File: src/rtl/multicycle_control_unit.sv
// Multi-cycle MIPS control FSM: sequences FETCH/DECODE/EXEC/MEM/WB plus an
// iterative MULDIV wait and a sticky TRAP state for undefined instructions.
module multicycle_control_unit #(
  parameter int MULDIV_LATENCY = 32,
  parameter int ALUOP_W        = 4
) (
  input  logic               clock,
  input  logic               reset,
  input  logic [5:0]         opcode,
  input  logic [5:0]         funct,
  input  logic               zero,
  input  logic               mem_ack,
  output logic               mem_req,
  output logic               mem_we,
  output logic               i_or_d,
  output logic               ir_we,
  output logic               pc_we,
  output logic [1:0]         pc_src,
  output logic [1:0]         alu_src_b,
  output logic [ALUOP_W-1:0] alu_op,
  output logic               reg_we,
  output logic [1:0]         write_dest,
  output logic [2:0]         write_data,
  output logic               muldiv_start,
  output logic               muldiv_op,
  output logic               we_hilo,
  output logic               busy,
  output logic               illegal
);

  typedef enum logic [2:0] {
    S_FETCH, S_DECODE, S_EXEC, S_MEM, S_WB, S_MULDIV, S_TRAP
  } state_t;

  typedef enum logic [3:0] {
    C_ALU, C_ADDI, C_LW, C_SW, C_BEQ, C_BNE, C_J, C_JAL,
    C_MFHI, C_MFLO, C_MULT, C_DIV, C_ILL
  } cls_t;

  localparam logic [ALUOP_W-1:0] ALU_ADD = ALUOP_W'(0);
  localparam logic [ALUOP_W-1:0] ALU_SUB = ALUOP_W'(1);
  localparam logic [ALUOP_W-1:0] ALU_AND = ALUOP_W'(2);
  localparam logic [ALUOP_W-1:0] ALU_OR  = ALUOP_W'(3);
  localparam logic [ALUOP_W-1:0] ALU_SLT = ALUOP_W'(4);
  localparam logic [ALUOP_W-1:0] ALU_SLL = ALUOP_W'(5);
  localparam logic [7:0]         CNT_LOAD = 8'(MULDIV_LATENCY - 1);

  state_t             state_q, state_d;
  logic [7:0]         cnt_q, cnt_d;
  logic               illegal_q;
  cls_t               cls;
  logic [ALUOP_W-1:0] alu_r;

  // Instruction class from IR fields; valid from DECODE onward.
  always_comb begin
    cls   = C_ILL;
    alu_r = ALU_ADD;
    case (opcode)
      6'b000000: begin
        case (funct)
          6'b100000: begin cls = C_ALU; alu_r = ALU_ADD; end
          6'b100010: begin cls = C_ALU; alu_r = ALU_SUB; end
          6'b100100: begin cls = C_ALU; alu_r = ALU_AND; end
          6'b100101: begin cls = C_ALU; alu_r = ALU_OR;  end
          6'b101010: begin cls = C_ALU; alu_r = ALU_SLT; end
          6'b000000: begin cls = C_ALU; alu_r = ALU_SLL; end
          6'b011000: cls = C_MULT;
          6'b011010: cls = C_DIV;
          6'b010000: cls = C_MFHI;
          6'b010010: cls = C_MFLO;
          default:   cls = C_ILL;
        endcase
      end
      6'b001000: cls = C_ADDI;
      6'b100011: cls = C_LW;
      6'b101011: cls = C_SW;
      6'b000100: cls = C_BEQ;
      6'b000101: cls = C_BNE;
      6'b000010: cls = C_J;
      6'b000011: cls = C_JAL;
      default:   cls = C_ILL;
    endcase
  end

  always_comb begin
    state_d = state_q;
    cnt_d   = cnt_q;
    case (state_q)
      S_FETCH:  if (mem_ack) state_d = S_DECODE;
      S_DECODE: state_d = (cls == C_ILL) ? S_TRAP : S_EXEC;
      S_EXEC: begin
        case (cls)
          C_ALU, C_ADDI: state_d = S_WB;
          C_LW, C_SW:    state_d = S_MEM;
          C_MULT, C_DIV: begin state_d = S_MULDIV; cnt_d = CNT_LOAD; end
          default:       state_d = S_FETCH;
        endcase
      end
      S_MEM:    if (mem_ack) state_d = (cls == C_LW) ? S_WB : S_FETCH;
      S_WB:     state_d = S_FETCH;
      S_MULDIV: begin
        if (cnt_q == 8'd0) state_d = S_FETCH;
        else               cnt_d   = cnt_q - 8'd1;
      end
      S_TRAP:   state_d = S_TRAP;
      default:  state_d = S_FETCH;
    endcase
  end

  always_ff @(posedge clock) begin
    if (reset) begin
      state_q   <= S_FETCH;
      cnt_q     <= 8'd0;
      illegal_q <= 1'b0;
    end else begin
      state_q   <= state_d;
      cnt_q     <= cnt_d;
      illegal_q <= illegal_q | (state_d == S_TRAP);
    end
  end

  // Outputs decode the current state; reset forces the quiet all-zero pattern.
  always_comb begin
    mem_req      = 1'b0;
    mem_we       = 1'b0;
    i_or_d       = 1'b0;
    ir_we        = 1'b0;
    pc_we        = 1'b0;
    pc_src       = 2'b00;
    alu_src_b    = 2'b00;
    alu_op       = ALU_ADD;
    reg_we       = 1'b0;
    write_dest   = 2'b00;
    write_data   = 3'b000;
    muldiv_start = 1'b0;
    muldiv_op    = 1'b0;
    we_hilo      = 1'b0;
    busy         = 1'b0;
    illegal      = 1'b0;
    if (!reset) begin
      busy    = (state_q != S_FETCH);
      illegal = illegal_q;
      case (state_q)
        S_FETCH: begin
          mem_req = 1'b1;
          ir_we   = mem_ack;
          pc_we   = mem_ack;
        end
        S_EXEC: begin
          case (cls)
            C_ALU: begin
              alu_op    = alu_r;
              alu_src_b = (alu_r == ALU_SLL) ? 2'b10 : 2'b00;
            end
            C_ADDI, C_LW, C_SW: alu_src_b = 2'b01;
            C_BEQ: begin alu_op = ALU_SUB; pc_src = 2'b10; pc_we = zero;  end
            C_BNE: begin alu_op = ALU_SUB; pc_src = 2'b10; pc_we = ~zero; end
            C_J:   begin pc_we = 1'b1; pc_src = 2'b01; end
            C_JAL: begin
              pc_we      = 1'b1;
              pc_src     = 2'b01;
              reg_we     = 1'b1;
              write_dest = 2'b10;
              write_data = 3'b010;
            end
            C_MFHI: begin reg_we = 1'b1; write_dest = 2'b01; write_data = 3'b011; end
            C_MFLO: begin reg_we = 1'b1; write_dest = 2'b01; write_data = 3'b100; end
            C_MULT: muldiv_start = 1'b1;
            C_DIV:  begin muldiv_start = 1'b1; muldiv_op = 1'b1; end
            default: ;
          endcase
        end
        S_MEM: begin
          mem_req = 1'b1;
          i_or_d  = 1'b1;
          mem_we  = (cls == C_SW);
        end
        S_WB: begin
          reg_we     = 1'b1;
          write_dest = (cls == C_ALU) ? 2'b01 : 2'b00;
          write_data = (cls == C_LW) ? 3'b001 : 3'b000;
        end
        S_MULDIV: we_hilo = (cnt_q == 8'd0);
        default: ;
      endcase
    end
  end

endmodule

File: config.mk
export PLATFORM = sky130hd
export DESIGN_NAME = multicycle_control_unit
export DESIGN_NICKNAME = d
export VERILOG_FILES = /design/src/rtl/multicycle_control_unit.sv
export SDC_FILE = /design/constraint.sdc
export NUM_CORES = 1
export LEC_CHECK = 0
export BUFFER_PORTS_ARGS = -buffer_cell sky130_fd_sc_hd__buf_2
export CAP_MARGIN = 20
export CORE_MARGIN = 10
export CORE_UTILIZATION = 49
export CTS_CLUSTER_SIZE = 25
export DETAILED_ROUTE_END_ITERATION = 10
export PLACE_DENSITY = 0.81
export RECOVER_POWER = 25
export REMOVE_ABC_BUFFERS = 1
export SLEW_MARGIN = 20
export SYNTH_ARGS = -nofsm -noshare
export SYNTH_HDL_FRONTEND = slang
export SYNTH_SLANG_ARGS = --single-unit
File: constraint.sdc
create_clock -name clock -period 3.7 [get_ports clock]
set_input_delay 0.185 -clock clock [delete_from_list [all_inputs] [get_ports clock]]
set_output_delay 0.185 -clock clock [all_outputs]
set_load 0.05 [all_outputs]
==> out/results.tsv <==
metric	value	unit
status	finished clean	
fmax	384.6	MHz
drive_above_1_share	20.74	%
grt_pass1_vias	1242	
drt_pass1_iterations	4	
portBuffers	38	
max_slew_margin	58.97	%
rr_worst_depth	8	
synthFlopType	dfxtp_1	
vias	1439	
syn_avg_cell_area	6.594	sq um
endpoint	write_data[1]	
drt.antenna.violating_nets	0	
numCtsBuffers	3	
area.growth.synth_to_final	17.33	%
setup_violations	0	
power.density	230.5	nW/um^2
hold_viol_final	0	
max_stage_delay	0.73	ns
ios	40	
worstMarginPinSlew	0.6100	ns
cp_top_family	simple AND/OR/NAND/NOR gates	
overflow	0	
clk_transition_reported_paths	0.07	ns
clockBufferDepth	2	
cp_common_cell	buf_2	
finalWorstSetupSlack	1.100	ns
synth-seq-cells	12	
p_leak	0.6072	nW
period_share	70.27	%
cp_slowest_cell	or4b_2	
fin_total_pwr	330.0	uW
ctsHtreeMaxLevel	1	
critPathBufInv	2	
r2r-start	cnt_q[0]	
hp-class	input pin to flop	
syn_area	1220	sq um
start_util	50.15	%
n_fill_cell	255	
antenna_found_initial	0	
routed_wirelength	3292	um
final_max_slew_viol_count	0	
die_h	69.90	um
drcViolationCount	0	
crit_fanout	6	
critPathCaptureType	output port	
root_buffer	clkbuf_4	
setup.worst_path.start	funct[0]	
seq_area_frac_synth	19.69	%
fin_skew	0.0006837	ns
diodes	0	
synthDistinctLibCells	49	
rsz0062_at_grt	no	
worstSetupPathType	input pin to output port	
grt.total_usage	12.45	%
grt_max_degree	22	
core-area	2432	sq um
design.die.area	4885	sq um
worstReg2RegEnd	illegal_q	
finalSetupTns	0	ns
viasPerCell	5.826	
syn-instance-count	185	
path_depth	8	
synth_top_area_share	19.69	%
cts_sinks	12	
post_cts_buffers	0	
gp_congestion	0.8950	
crit_arrival	2.42	ns
cts_resized	0	
rows	18	
grt_pass1_wl	5437	um
netlist_top_cells_area	dfxtp_1 20%, nor2_1 8.0%, nor3_1 6.6%	
period_needed	2.600	ns
synth_edf_count	0	
r2r_setup_slack	1.72	ns
preCtsSetupSlack	1.131	ns
yosys_warnings	0	
drt_iter0_markers	120	
worst_ep_required_time	3.51	ns
crit_chain	buf_2, or4b_2, nor4_2, a21boi_0, nor2_1, nand2_1, o31ai_1, buf_2	
layout.nets	235	
yosys.area.top_type	dfxtp_1	
async_reset_ff_share	0	%
cts_tree	done	
route.detailed.wl_per_inst	13.33	um
dp_hpwl	2607	um
clk_latency	0.27	ns
ir_worst_vdd	0.0002019	V
holdBufCountCts	0	
maxCapViolCount	0	
crit_path_start_kind	input pin	
die_x	69.90	um
==> metal layers <==
metal	vias up	global-route usage, %	part of all wire, %
li1	736	-	-
met1	659	15.49	46
met2	40	20.54	46
met3	4	3.814	6.5
met4	0	2.412	1.2
met5	-	0	0
==> where the power goes <==
group          internal [mW]  total (mW)  switching, mW
Sequential             0.131       0.138        0.00617
Combinational         0.0275      0.0882         0.0607
Clock                 0.0599       0.104         0.0443
==> per-stage QoR <==
stage | cells | util, % | area [sq um] | hold WS [ns]
global placement | 243 | 57.77 | 1405 | 0.4890
floorplan | 175 | - | 1177 | 0.2541
detailed placement | 243 | 57.77 | 1405 | 0.4948
finish | 247 | 58.85 | 1431 | 0.3156
global route | 247 | 58.85 | 1431 | 0.3327
CTS | 247 | 59.26 | 1441 | 0.3159
==> cell usage in the layout (no fill, tap or decap), types with 2 or more instances in the layout <==
master | netlist | routed
a211oi_1 | 3 | 3
a21oi_1 | 13 | 13
a311oi_1 | 2 | 2
a31oi_1 | 2 | 2
and2_1 | 2 | 2
and3_1 | 5 | 5
buf_2 | 1 | 33
clkbuf_1 | 7 | 5
clkbuf_4 | 0 | 3
dfxtp_1 | 12 | 12
inv_1 | 9 | 9
nand2_1 | 19 | 19
nand2b_1 | 4 | 4
nand3_1 | 6 | 6
nand3b_1 | 2 | 2
nor2_1 | 26 | 26
nor2b_1 | 2 | 2
nor3_1 | 16 | 16
nor3_2 | 2 | 2
nor3b_1 | 2 | 2
nor4_1 | 5 | 5
o21ai_0 | 8 | 8
or3_1 | 2 | 2
or4_1 | 2 | 3
xnor2_1 | 5 | 5
xor2_1 | 4 | 4
==> sequential cells by signal, summed over array words and instances, names as in the netlist <==
signal and cells:
state_q 3, cnt_q 8, illegal_q 1
==> layout make-up <==
| cell class | instances | area [sq um] | area share [%] |
|---|---|---|---|
| Clock buffer | 4 | 36.28 | 2.535 |
| Inverter | 9 | 33.78 | 2.360 |
| Multi-Input combinational cell | 154 | 899.6 | 62.85 |
| Sequential cell | 12 | 240.2 | 16.78 |
| Tap cell | 30 | 37.54 | 2.622 |
| Timing Repair Buffer | 38 | 183.9 | 12.85 |
==> synthesized netlist by cell type, types with 2 or more instances <==
cell type / number
nand2_1: 19
or3_1: 2
nor2_1: 26
and3_1: 5
a211oi_1: 3
nor2b_1: 2
nor3_2: 2
nor3b_1: 2
or4_1: 2
a311oi_1: 2
nand3_1: 6
nor4_1: 5
inv_1: 9
a31oi_1: 2
o21ai_0: 8
nand2b_1: 4
nand3b_1: 2
xor2_1: 4
a21oi_1: 13
and2_1: 2
xnor2_1: 5
nor3_1: 16
clkbuf_1: 7
dfxtp_1: 12
==> cell families after synthesis <==
group	Yosys count	synth area share (%)
flip-flops	12	19.69
AO/OA/AOI/OAI	37	19.28
XOR/XNOR	9	6.461
adder cells (fa/ha/maj)	1	1.025
AND/OR/NAND/NOR	105	46.15
multiplexers	1	0.8205
other	1	0.3074
buffers and inverters	19	6.256
==> worst min-delay path by stage <==
stage                    from         to  slack [ns]  depth (start not counted)
floorplan               reset   cnt_q[2]        0.25                          1
global placement    illegal_q  illegal_q        0.49                          2
detailed placement  illegal_q  illegal_q        0.49                          2
CTS                     reset   cnt_q[2]        0.32                          2
global route            reset   cnt_q[2]        0.33                          2
finish                  reset   cnt_q[2]        0.32                          2
Power figures use the tool's default switching activity.
